$ cat src/rtl/csa_nibble_serial_sequencer.sv
// Nibble-serial WIDTH-bit adder controller driving an external 4-bit carry select adder.
// Optional signed-overflow output is enabled by defining CSA_SEQ_OVERFLOW_EN.
module csa_nibble_serial_sequencer #(
    parameter int WIDTH = 16
) (
    input  logic             clk,
    input  logic             rst,
    input  logic             start,
    input  logic [WIDTH-1:0] a,
    input  logic [WIDTH-1:0] b,
    input  logic             cin,
    output logic [3:0]       add_a,
    output logic [3:0]       add_b,
    output logic             add_cin,
    input  logic [3:0]       add_sum,
    input  logic             add_cout,
    output logic             busy,
    output logic             done,
    output logic [WIDTH-1:0] sum,
    output logic             cout
`ifdef CSA_SEQ_OVERFLOW_EN
    ,
    output logic             ovf
`endif
);

    localparam int NIBBLES = WIDTH / 4;
    localparam int CNT_W   = (NIBBLES > 1) ? $clog2(NIBBLES) : 1;
    localparam logic [CNT_W-1:0] LAST_CNT = CNT_W'(NIBBLES - 1);

    typedef enum logic [1:0] {
        S_IDLE,
        S_RUN,
        S_DONE
    } state_t;

    state_t             state_q, state_d;
    logic [WIDTH-1:0]   a_q, a_d;
    logic [WIDTH-1:0]   b_q, b_d;
    logic               carry_q, carry_d;
    logic [CNT_W-1:0]   cnt_q, cnt_d;
    logic [WIDTH-1:0]   sum_q, sum_d;
    logic               cout_q, cout_d;
    logic [WIDTH-1:0]   merged;
    logic               run;
    logic               final_edge;

    // Nibbles enter at the top and shift down, so after NIBBLES steps the
    // first nibble sits at bit 0 without any variable part-select.
    generate
        if (WIDTH == 4) begin : g_single
            assign merged = add_sum;
        end else begin : g_multi
            logic [WIDTH-5:0] result_q;
            logic [WIDTH-5:0] result_d;

            assign merged = {add_sum, result_q};

            always_comb begin
                result_d = result_q;
                if (run) begin
                    result_d = merged[WIDTH-1:4];
                end
            end

            always_ff @(posedge clk or posedge rst) begin
                if (rst) begin
                    result_q <= '0;
                end else begin
                    result_q <= result_d;
                end
            end
        end
    endgenerate

    assign run        = (state_q == S_RUN);
    assign final_edge = run && (cnt_q == LAST_CNT);

    assign add_a   = run ? a_q[3:0] : 4'h0;
    assign add_b   = run ? b_q[3:0] : 4'h0;
    assign add_cin = run ? carry_q  : 1'b0;
    assign busy    = run;
    assign done    = (state_q == S_DONE);
    assign sum     = sum_q;
    assign cout    = cout_q;

    always_comb begin
        state_d = state_q;
        a_d     = a_q;
        b_d     = b_q;
        carry_d = carry_q;
        cnt_d   = cnt_q;
        sum_d   = sum_q;
        cout_d  = cout_q;
        case (state_q)
            S_IDLE, S_DONE: begin
                if (start) begin
                    a_d     = a;
                    b_d     = b;
                    carry_d = cin;
                    cnt_d   = '0;
                    state_d = S_RUN;
                end else begin
                    state_d = S_IDLE;
                end
            end
            S_RUN: begin
                a_d     = a_q >> 4;
                b_d     = b_q >> 4;
                carry_d = add_cout;
                cnt_d   = cnt_q + CNT_W'(1);
                if (final_edge) begin
                    sum_d   = merged;
                    cout_d  = add_cout;
                    state_d = S_DONE;
                end
            end
            default: state_d = S_IDLE;
        endcase
    end

    always_ff @(posedge clk or posedge rst) begin
        if (rst) begin
            state_q <= S_IDLE;
            a_q     <= '0;
            b_q     <= '0;
            carry_q <= 1'b0;
            cnt_q   <= '0;
            sum_q   <= '0;
            cout_q  <= 1'b0;
        end else begin
            state_q <= state_d;
            a_q     <= a_d;
            b_q     <= b_d;
            carry_q <= carry_d;
            cnt_q   <= cnt_d;
            sum_q   <= sum_d;
            cout_q  <= cout_d;
        end
    end

`ifdef CSA_SEQ_OVERFLOW_EN
    logic ovf_q, ovf_d;

    // Carry out of the MSB xor carry into the MSB (recovered from the sum bit).
    always_comb begin
        ovf_d = ovf_q;
        if (final_edge) begin
            ovf_d = add_cout ^ (add_a[3] ^ add_b[3] ^ add_sum[3]);
        end
    end

    always_ff @(posedge clk or posedge rst) begin
        if (rst) begin
            ovf_q <= 1'b0;
        end else begin
            ovf_q <= ovf_d;
        end
    end

    assign ovf = ovf_q;
`endif

endmodule

$ cat config.mk
export PLATFORM = sky130hd
export DESIGN_NAME = csa_nibble_serial_sequencer
export DESIGN_NICKNAME = d
export VERILOG_FILES = /design/src/rtl/csa_nibble_serial_sequencer.sv
export SDC_FILE = /design/constraint.sdc
export NUM_CORES = 1
export LEC_CHECK = 0
export ABC_AREA = 1
export CAP_MARGIN = 40
export CELL_PAD_IN_SITES_DETAIL_PLACEMENT = 2
export CELL_PAD_IN_SITES_GLOBAL_PLACEMENT = 2
export CORE_UTILIZATION = 30
export CTS_BUF_LIST = sky130_fd_sc_hd__clkbuf_2
export CTS_CLUSTER_DIAMETER = 50
export CTS_CLUSTER_SIZE = 20
export DETAILED_ROUTE_END_ITERATION = 8
export GPL_ROUTABILITY_DRIVEN = 0
export GPL_TIMING_DRIVEN = 0
export PLACE_DENSITY = 0.88
export SLEW_MARGIN = 20
export SYNTH_ARGS = -nofsm -noshare
export SYNTH_HDL_FRONTEND = slang
export SYNTH_SLANG_ARGS = --single-unit
export TNS_END_PERCENT = 1
$ cat constraint.sdc
create_clock -name clk -period 2.8 [get_ports clk]
set_input_delay 0.56 -clock clk [delete_from_list [all_inputs] [get_ports clk]]
set_output_delay 0.56 -clock clk [all_outputs]
set_load 0.03 [all_outputs]
==> results.py, run 1 <==
metrics = {
    "sta": {
        "tightest_slew_ns": 0.515,
        "hold_ws_ns": 0.345,
        "fin_ws_ns": 0.126,
        "min_period_over_period_pct": 95.5,
        "fin_tns_setup_ns": 0,
        "slew_viol_final": 0,
        "post-route-min-period_ns": 2.67,
        "clock.fmax_ghz": 0.374,
        "finalHoldViolations": 0,
        "fin_skew_ns": 0.0240,
        "rsz0062_at_grt": "true",
        "setup_violations": 0,
        "relSlewSlack_pct": 65.7,
    },
    "routing": {
        "drcViolationCount": 0,
        "drtIter0Drc": 109,
        "via_per_inst": 4.60,
        "vias": 2781,
        "wirelength_mm": 9.67,
        "ant_nets": 0,
        "wl_per_cell_um": 16.0,
        "dr.pass1.iters": 5,
    },
    "synthesis": {
        "synth_area_leaders": "dfrtp_1 (53%), nand2_1 (15%), inv_1 (8.9%), nand3_1 (8.0%), o21ai_2 (3.6%)",
        "synthTopCellsByCount": "nand2_1 (123), inv_1 (74), dfrtp_1 (66)",
        "syn_inst": 387,
        "netlist.area_leader.share_pct": 52.9,
        "ys_seq_area_share_pct": 52.9,
        "ys.flop_type": "dfrtp_1",
        "synth_edf_count": 0,
        "yosys.cell_types.count": 19,
        "synthesis.nets": 429,
        "ys_ff_latch": 66,
        "synth_area_sq_um": 3120,
        "synth.most_common_cell": "nand2_1",
        "avgSynthCellArea_sq_um": 8.07,
        "synth-async-reset-ratio_pct": 100,
        "yosysWarningCount": 0,
        "synth_area_leader_cell": "dfrtp_1",
    },
    "final_layout": {
        "diodes": 0,
        "post-route-util_pct": 41.3,
        "nets": 509,
        "drive_above_1_share_pct": 11.9,
        "area_delta_synth_final_pct": 31.0,
    },
    "flow_run": {
        "cap_viol_max_count": 0,
    },
    "clocking": {
        "clkTransAtPathRegs_ns": 0.20,
        "cts_buffers": 9,
        "insertion_delay_ns": 0.50,
        "cts_tree": "built",
        "htree_levels": 3,
        "cts.repair.resized": 10,
        "cts-root-buf": "clkbuf_2",
        "clock_path_buffers": 2,
        "ctsHoldBuffers": 0,
        "post-cts-setup-buffers": 0,
        "cts_sinks": 66,
    },
    "min_path": {
        "min_path_type": "in -> async",
    },
    "floorplanning": {
        "die_w_um": 104,
        "dieArea_sq_um": 10800,
        "start_util_pct": 31.5,
        "row_count": 36,
        "ios": 69,
        "die_h_um": 104,
        "core_area_sq_um": 9910,
    },
    "global_routing": {
        "grt_util_all_layers_pct": 19.1,
        "antenna_found_initial": 0,
        "grt_pass1_wl_mm": 16.1,
        "grt_max_degree": 44,
        "grt_overflow_total": 0,
        "grt_pass1_vias": 3193,
    },
    "power_and_ir_drop": {
        "netSwitchingFraction_pct": 47.9,
        "leakage_nw": 2.18,
        "clkPwrFrac_pct": 11.4,
        "p_comb_share_pct": 55.5,
        "sequentialPowerShare_pct": 33.1,
        "p_int_w": 0.00260,
        "powerDensity_nw_per_um2": 1220,
        "finalPower_w": 0.00499,
        "p_switching_w": 0.00239,
        "ir_drop_v": 0.000476,
    },
    "setup_path": {
        "cp_max_fo": 10,
        "cp-start-kind": "register",
        "startpoint": "state_q[1]",
        "crit_arrival_ns": 2.11,
        "critPathCaptureType": "primary output",
        "crit_type": "reg -> out",
        "rr_startpoint": "state_q[0]",
        "required_ns": 2.24,
    },
    "status": {
        "status": "finished, final reports clean",
    },
    "placement": {
        "io_buffers": 68,
        "pre_cts_slack_ns": 0.364,
        "dp_hpwl_mm": 6.74,
    },
}
[sequential cells by signal, summed over array words and instances, names as in the netlist]
register / count
a_q: 16
b_q: 16
sum: 16
g_multi.result_q: 12
cnt_q: 2
state_q: 2
carry_q: 1
cout: 1
[worst max-delay path: stages, from the launching register on]
cell           delay (ns)
dfrtp_1              0.46
inv_2                0.18
nand2_4              0.12
buf_6                0.16
buf_4                0.18
nor2_1               0.10
dlygate4sd2_1        0.41
[logic make-up (layout without fill, tap and decap cells)]
| logic type | Yosys count | after routing | synth area share (%) |
|---|---|---|---|
| AND/OR/NAND/NOR | 189 | 189 | 25.6 |
| buffers and inverters | 96 | 181 | 13.9 |
| flip-flops | 66 | 66 | 52.9 |
| AO/OA/AOI/OAI | 35 | 35 | 7.17 |
| adder cells (fa/ha/maj) | 1 | 1 | 0.401 |
[metal layers]
metal  global-route usage [%]  vias up  share of wire, %  wire length [um]
met5                        0        -                 0                 0
met4                     6.63        0               1.9               188
met3                     4.45       15               3.7               355
met2                     35.2       50                53              5110
met1                     21.5     1391                42              4010
li1                         -     1325                 -                 -
[power by group through the flow]
stage                     Sequential (W)  Combinational [W]  Clock (W)
after detailed placement         0.00167            0.00281          0
after global placement           0.00164            0.00266          0
final                            0.00165            0.00277   0.000569
after CTS                        0.00166            0.00283   0.000588
after floorplan                  0.00181            0.00166          0
after global routing             0.00171            0.00307   0.000627
[final cells by class]
cell class / count / area, sq um
fill: 1141 / 5820
sequential: 66 / 1650
multi-input combinational: 225 / 1040
timing repair buffer: 69 / 694
inverter: 77 / 297
tap: 133 / 166
buffer: 19 / 140
clock buffer: 13 / 65.1
clock inverter: 3 / 40.0
[cells in the final DEF, fill, tap and decap left out]
cell	synthesis	routed
nand2_1	123	123
inv_1	74	73
dfrtp_1	66	66
clkdlybuf4s50_1	0	58
nand3_1	50	50
o21ai_0	16	16
clkbuf_2	0	14
o21ai_2	13	13
nor2_1	11	11
buf_6	7	7
buf_2	7	7
dlygate4sd2_1	0	7
o21ai_1	5	5
inv_4	2	3
clkbuf_1	3	3
nand2_4	2	2
buf_4	2	2
nand2_2	2	2
clkinv_2	0	2
clkdlybuf4s15_1	0	2
nor2_4	1	1
inv_2	1	1
a21oi_1	1	1
ha_1	1	1
bufinv_16	0	1
buf_16	0	1
[final timing paths]
path,to,cells after the start,slack [ns]
max,add_b[3],6,0.13
min,a_q[6],2,0.35
max reg2reg,a_q[4],5,1.29
min reg2reg,sum[2],2,0.50
max in group asynchronous,g_multi.result_q[0],3,1.92
min in group clk,sum[2],2,0.50
[through the flow]
stage               instance area, sq um  std cells
CTS                                 4090        605
floorplan                           3120        387
global placement                    3970        588
global route                        4090        605
detailed placement                  4000        589
finish                              4090        605
Note: power is estimated with default switching activity, not from simulation.
==> run 2: changes to the inputs <==
- CORE_UTILIZATION: 30 -> 32
- CTS_BUF_LIST: sky130_fd_sc_hd__clkbuf_2 -> sky130_fd_sc_hd__clkbuf_8
- PLACE_DENSITY: 0.88 -> 0.92
- clock period: 2.8 -> 3.1 ns (I/O delays scaled with it)
==> run 2 against run 1 <==
Effect of this change:
- register-to-register slack improved by 0.33 ns
- global-route usage rose by 4.2 points
- sequential power fell by 7%
- via count rose by 1.5%
- core utilization rose by 3.8 points
- critical endpoint is now add_cin
- largest cell class unchanged
==> results.py, run 2 (same netlist as run 1, synthesis figures left out) <==
metrics = {
    "status": {
        "status": "finished, final reports clean",
    },
    "clocking": {
        "cts_tree": "built",
        "cts-root-buf": "clkbuf_8",
        "clock_path_buffers": 2,
        "ctsHoldBuffers": 0,
        "htree_levels": 3,
        "cts_buffers": 9,
        "insertion_delay_ns": 0.35,
        "cts_sinks": 66,
        "post-cts-setup-buffers": 0,
        "cts.repair.resized": 0,
        "clkTransAtPathRegs_ns": 0.08,
    },
    "setup_path": {
        "crit_buf_inv": 4,
        "required_ns": 2.48,
        "critPathCaptureType": "primary output",
        "cp_max_fo": 10,
        "cp-start-kind": "register",
        "crit_type": "reg -> out",
        "crit_arrival_ns": 2.30,
        "crit_chain": "inv_2, nand2_4, buf_6, buf_4, nor2_1, clkdlybuf4s50_1",
        "crit_slowest_cell": "clkdlybuf4s50_1",
        "slowest_delay_ns": 0.70,
        "cpLargestDelayFamily": "buffers and inverters",
    },
    "floorplanning": {
        "die_h_um": 101,
        "ios": 69,
        "core_area_sq_um": 9330,
        "start_util_pct": 33.5,
        "dieArea_sq_um": 10200,
        "row_count": 35,
        "die_w_um": 101,
    },
    "sta": {
        "clock.fmax_ghz": 0.342,
        "setup_violations": 0,
        "hold_ws_ns": 0.493,
        "post-route-min-period_ns": 2.92,
        "rsz0062_at_grt": "false",
        "relSlewSlack_pct": 66.6,
        "finalHoldViolations": 0,
        "min_period_over_period_pct": 94.2,
        "fin_ws_ns": 0.180,
        "slew_viol_final": 0,
        "fin_skew_ns": 0.00705,
        "tightest_slew_ns": 0.501,
    },
    "placement": {
        "dp_hpwl_mm": 7.12,
        "io_buffers": 68,
        "placed_cell_area_sq_um": 3990,
        "dp.cells": 585,
        "pre_cts_slack_ns": 0.626,
    },
    "routing": {
        "vias": 2822,
        "via_per_inst": 4.70,
        "drtIter0Drc": 92,
        "dr.pass1.iters": 4,
        "drcViolationCount": 0,
        "wirelength_mm": 10.7,
        "wl_per_cell_um": 17.8,
        "ant_nets": 0,
    },
    "global_routing": {
        "grt_pass1_wl_mm": 17.7,
        "grt_util_all_layers_pct": 23.3,
        "antenna_found_initial": 0,
        "grt_overflow_total": 0,
        "grt_max_degree": 57,
        "grt_pass1_vias": 3392,
    },
    "min_path": {
        "min_path_type": "reg -> reg",
    },
    "final_layout": {
        "nets": 509,
        "area_delta_synth_final_pct": 34.8,
        "layout_commonest_cell": "nand2_1",
        "post-route-util_pct": 45.1,
        "diodes": 0,
        "drive_above_1_share_pct": 11.4,
        "final_cells": 601,
        "finalInstanceArea_sq_um": 4210,
        "final_cell_mix": "nand2_1 (123), inv_1 (74), clkdlybuf4s50_1 (68)",
    },
    "power_and_ir_drop": {
        "powerDensity_nw_per_um2": 1170,
        "leakage_nw": 2.18,
        "ir_drop_v": 0.000422,
    },
    "flow_run": {
        "cap_viol_max_count": 0,
    },
}
run 2: cell types whose count changed in the layout (fill, tap and decap cells not counted):
cell	before	now
clkbuf_2	14	0
clkbuf_8	0	12
clkdlybuf4s15_1	2	0
clkdlybuf4s50_1	58	68
clkinv_2	2	0
clkinv_4	0	1
clkinvlp_4	0	1
dlygate4sd2_1	7	0
inv_1	73	74
run 2: final cells by class:
| cell class | count | area, sq um |
|---|---|---|
| buffer | 19 | 140 |
| clock buffer | 12 | 165 |
| clock inverter | 4 | 50.0 |
| fill | 1055 | 5120 |
| inverter | 77 | 297 |
| multi-input combinational | 225 | 1040 |
| sequential | 66 | 1650 |
| tap | 129 | 161 |
| timing repair buffer | 69 | 708 |
run 2: worst min-delay path: stages, from the launching register on:
cell and delay [ns]:
dfrtp_1 0.36, nand2_1 0.06, nand2_1 0.05
run 2: final timing paths:
kind / startpoint / endpoint / slack, ns / cells after the start
min in group asynchronous: rst / a_q[0] / 0.53 / 2
hold reg to reg: a_q[5] / a_q[5] / 0.49 / 2
setup / recovery: state_q[1] / add_cin / 0.18 / 6
hold / removal: a_q[5] / a_q[5] / 0.49 / 2
setup reg to reg: state_q[1] / g_multi.result_q[7] / 1.62 / 4
max in group asynchronous: rst / a_q[14] / 2.04 / 3
run 2: per-stage QoR:
| step | TNS (ns) | total power (W) |
|---|---|---|
| after floorplan | 0 | 0.00313 |
| after global placement | -25.15 | 0.00387 |
| after detailed placement | 0 | 0.00409 |
| after CTS | 0 | 0.00501 |
| after global routing | 0 | 0.00529 |
| final | 0 | 0.00494 |
run 2: per-layer routing:
metal	global-route usage [%]	up-vias	part of all wire [%]
met5	0	-	0
met4	7.92	0	1.5
met3	3.33	13	2.7
met2	42.7	54	54
met1	27.8	1425	42
li1	-	1330	-
run 2: power breakdown:
| group | leakage, nW | internal, W | switching (W) |
|---|---|---|---|
| combinational | 1.25 | 0.000928 | 0.00169 |
| sequential | 0.821 | 0.00128 | 0.000252 |
| clock | 0.110 | 0.000436 | 0.000362 |
| total | 2.18 | 0.00264 | 0.00230 |
==> edit, RTL diff (settings of run 1) <==
Add a define of `CSA_SEQ_OVERFLOW_EN`.
--- a/src/rtl/csa_nibble_serial_sequencer.sv
+++ b/src/rtl/csa_nibble_serial_sequencer.sv
@@ -1,4 +1,6 @@
 // Nibble-serial WIDTH-bit adder controller driving an external 4-bit carry select adder.
 // Optional signed-overflow output is enabled by defining CSA_SEQ_OVERFLOW_EN.
+`define CSA_SEQ_OVERFLOW_EN
+
 module csa_nibble_serial_sequencer #(
     parameter int WIDTH = 16
Check against the original RTL (old outputs only; new: ovf): equivalent (Yosys induction, for registers that start in step).
==> edit against run 1 <==
Total power up 0.98%. Via count down 7.2%. Synthesized cell count down 16%. Utilization up 0.77 points. Critical path depth down 1. Worst setup slack better by 0.034 ns. Sequential cell count up 1. Global-route usage up 1.7 points. Synthesized area down 5.8%. Routed wire length down 0.48%. Register-to-register slack worse by 0.32 ns. Design area down 3.7%. Critical path type unchanged.
==> edit: results (changes against run 1) <==
| Metric | Value |
|---|---|
| Drt initial violations | 52 (was 109) |
| Synth Area in Compound Gates | 16.6% (was 7.17%) |
| Longest Clk Path Bufs | 2 (unchanged) |
| Clk_skew | 0.0415 ns (was 0.0240 ns) |
| HPWL after DPL | 7020 microns (was 6740 microns) |
| GR Util met2 | 36.7% (was 35.2%) |
| Slowest CP cell | dfrtp_1 (unchanged) |
| Post-synth cell types | 21 (was 19) |
| Critical path data arrival time | 2.08 ns (was 2.11 ns) |
| Vias per inst | 4.81 (was 4.60) |
| Vias in the first global route | 3045 (was 3193) |
| Crit Reg-Reg Endpoint | b_q[0] (was a_q[4]) |
| Worst R2R Path Depth | 8 (was 5) |
| Nets@finish | 445 (was 509) |
| Synth top cells by count | 79 x nand2_1, 67 x dfrtp_1, 47 x inv_1 (was 123 x nand2_1, 74 x inv_1, 66 x dfrtp_1) |
| Maximum vdd drop | 0.000417 V (was 0.000476 V) |
| Synth Area in Adders | 0.426% (was 0.401%) |
| Leak | 1.86 nW (was 2.18 nW) |
| Critical path peak fanout | 16 (was 10) |
| Worst-skew pair later-pin latency | 0.54 ns (was 0.50 ns) |
| Status | complete, no violations (unchanged) |
| Worst hold slack | 0.301 ns (was 0.345 ns) |
| I/O Buffers | 68 (unchanged) |
| Average routed wire per standard cell | 17.9 microns (was 16.0 microns) |
| GRT Total Usage | 20.9% (was 19.1%) |
| First-pass GRT wire length | 15900 microns (was 16100 microns) |
| Leading post-synthesis cells by cell area | dfrtp_1 57%, nand2_1 10%, o21ai_0 7.8% (was dfrtp_1 53%, nand2_1 15%, inv_1 8.9%) |
| Reg clk slew, reported paths | 0.23 ns (was 0.20 ns) |
| Post-Syn Nets | 366 (was 429) |
| Register area share after synthesis | 57.0% (was 52.9%) |
| DR pass1 iterations | 4 (was 5) |
| Dpl ws | 0.0876 ns (was 0.364 ns) |
| Worst R2R Setup Slack | 0.97 ns (was 1.29 ns) |
| Layout cells sized above 1 | 9.80% (was 11.9%) |
| Met3 usage | 2.70% (was 4.45%) |
| Largest net degree at the start of global routing | 46 (was 44) |
| Grt met1 use | 25.0% (was 21.5%) |
| Slew @ Worst Pin | 0.538 ns (was 0.515 ns) |
| Root buf cell | clkbuf_2 (unchanged) |
## edit: cells by family (layout without fill, tap and decap cells)
family,after synthesis,in the layout
flip-flops,67,67
AO/OA/AOI/OAI,80,80
adder cells (fa/ha/maj),1,1
AND/OR/NAND/NOR,109,109
buffers and inverters,67,151
## edit: worst max-delay path: cells and delay by family, from the launching register on
family / cells / cell delay (ns)
buffers and inverters: 3 / 0.73
DFF: 1 / 0.47
and+or+nand+nor: 2 / 0.35
## edit: worst max path at each step
stage	start	to	slack (ns)
finish	state_q[0]	add_b[2]	0.16
global placement	rst	a_q[2]	-0.70
detailed placement	state_q[0]	add_cin	0.09
CTS	state_q[0]	busy	0.003
global route	state_q[0]	add_cin	0.01
floorplan	rst	a_q[0]	0.56
## edit: timing repair
| item | CTS | global route |
|---|---|---|
| hold buffers | 0 | 0 |
| buffers inserted | 0 | 0 |
| hold endpoints to repair | 0 | 0 |
| setup endpoints to repair | 8 | 2 |
| pin swaps | 0 | 0 |
| resized for setup | 8 | 2 |
## edit: routing by layer
layer	up-vias	wire length, microns	part of all wire, %
met5	-	0	0
met4	0	277	2.9
met3	24	243	2.5
met2	54	4970	52
met1	1307	4130	43
li1	1197	-	-
## edit: stage by stage
step                cell area, sq um  utilization, %  instances  TNS (ns)
global route                    3940            42.0        537         0
global placement                3780            40.4        521    -46.77
finish                          3940            42.0        537         0
floorplan                       2940               -        324         0
detailed placement              3810            40.7        522         0
CTS                             3940            42.0        537         0
## edit: cell type report
cell class	instances	area [sq um]
Fill cell	1055	5430
Sequential cell	67	1680
Inverter	50	195
Clock buffer	10	50.0
Clock inverter	6	88.8
Multi-Input combinational cell	190	966
Timing Repair Buffer	69	699
Buffer	16	103
Tap cell	129	161
## edit: power by group
part           internal [mW]  switching [mW]
logic                  0.904            1.79
registers               1.42           0.226
clock network          0.301           0.395
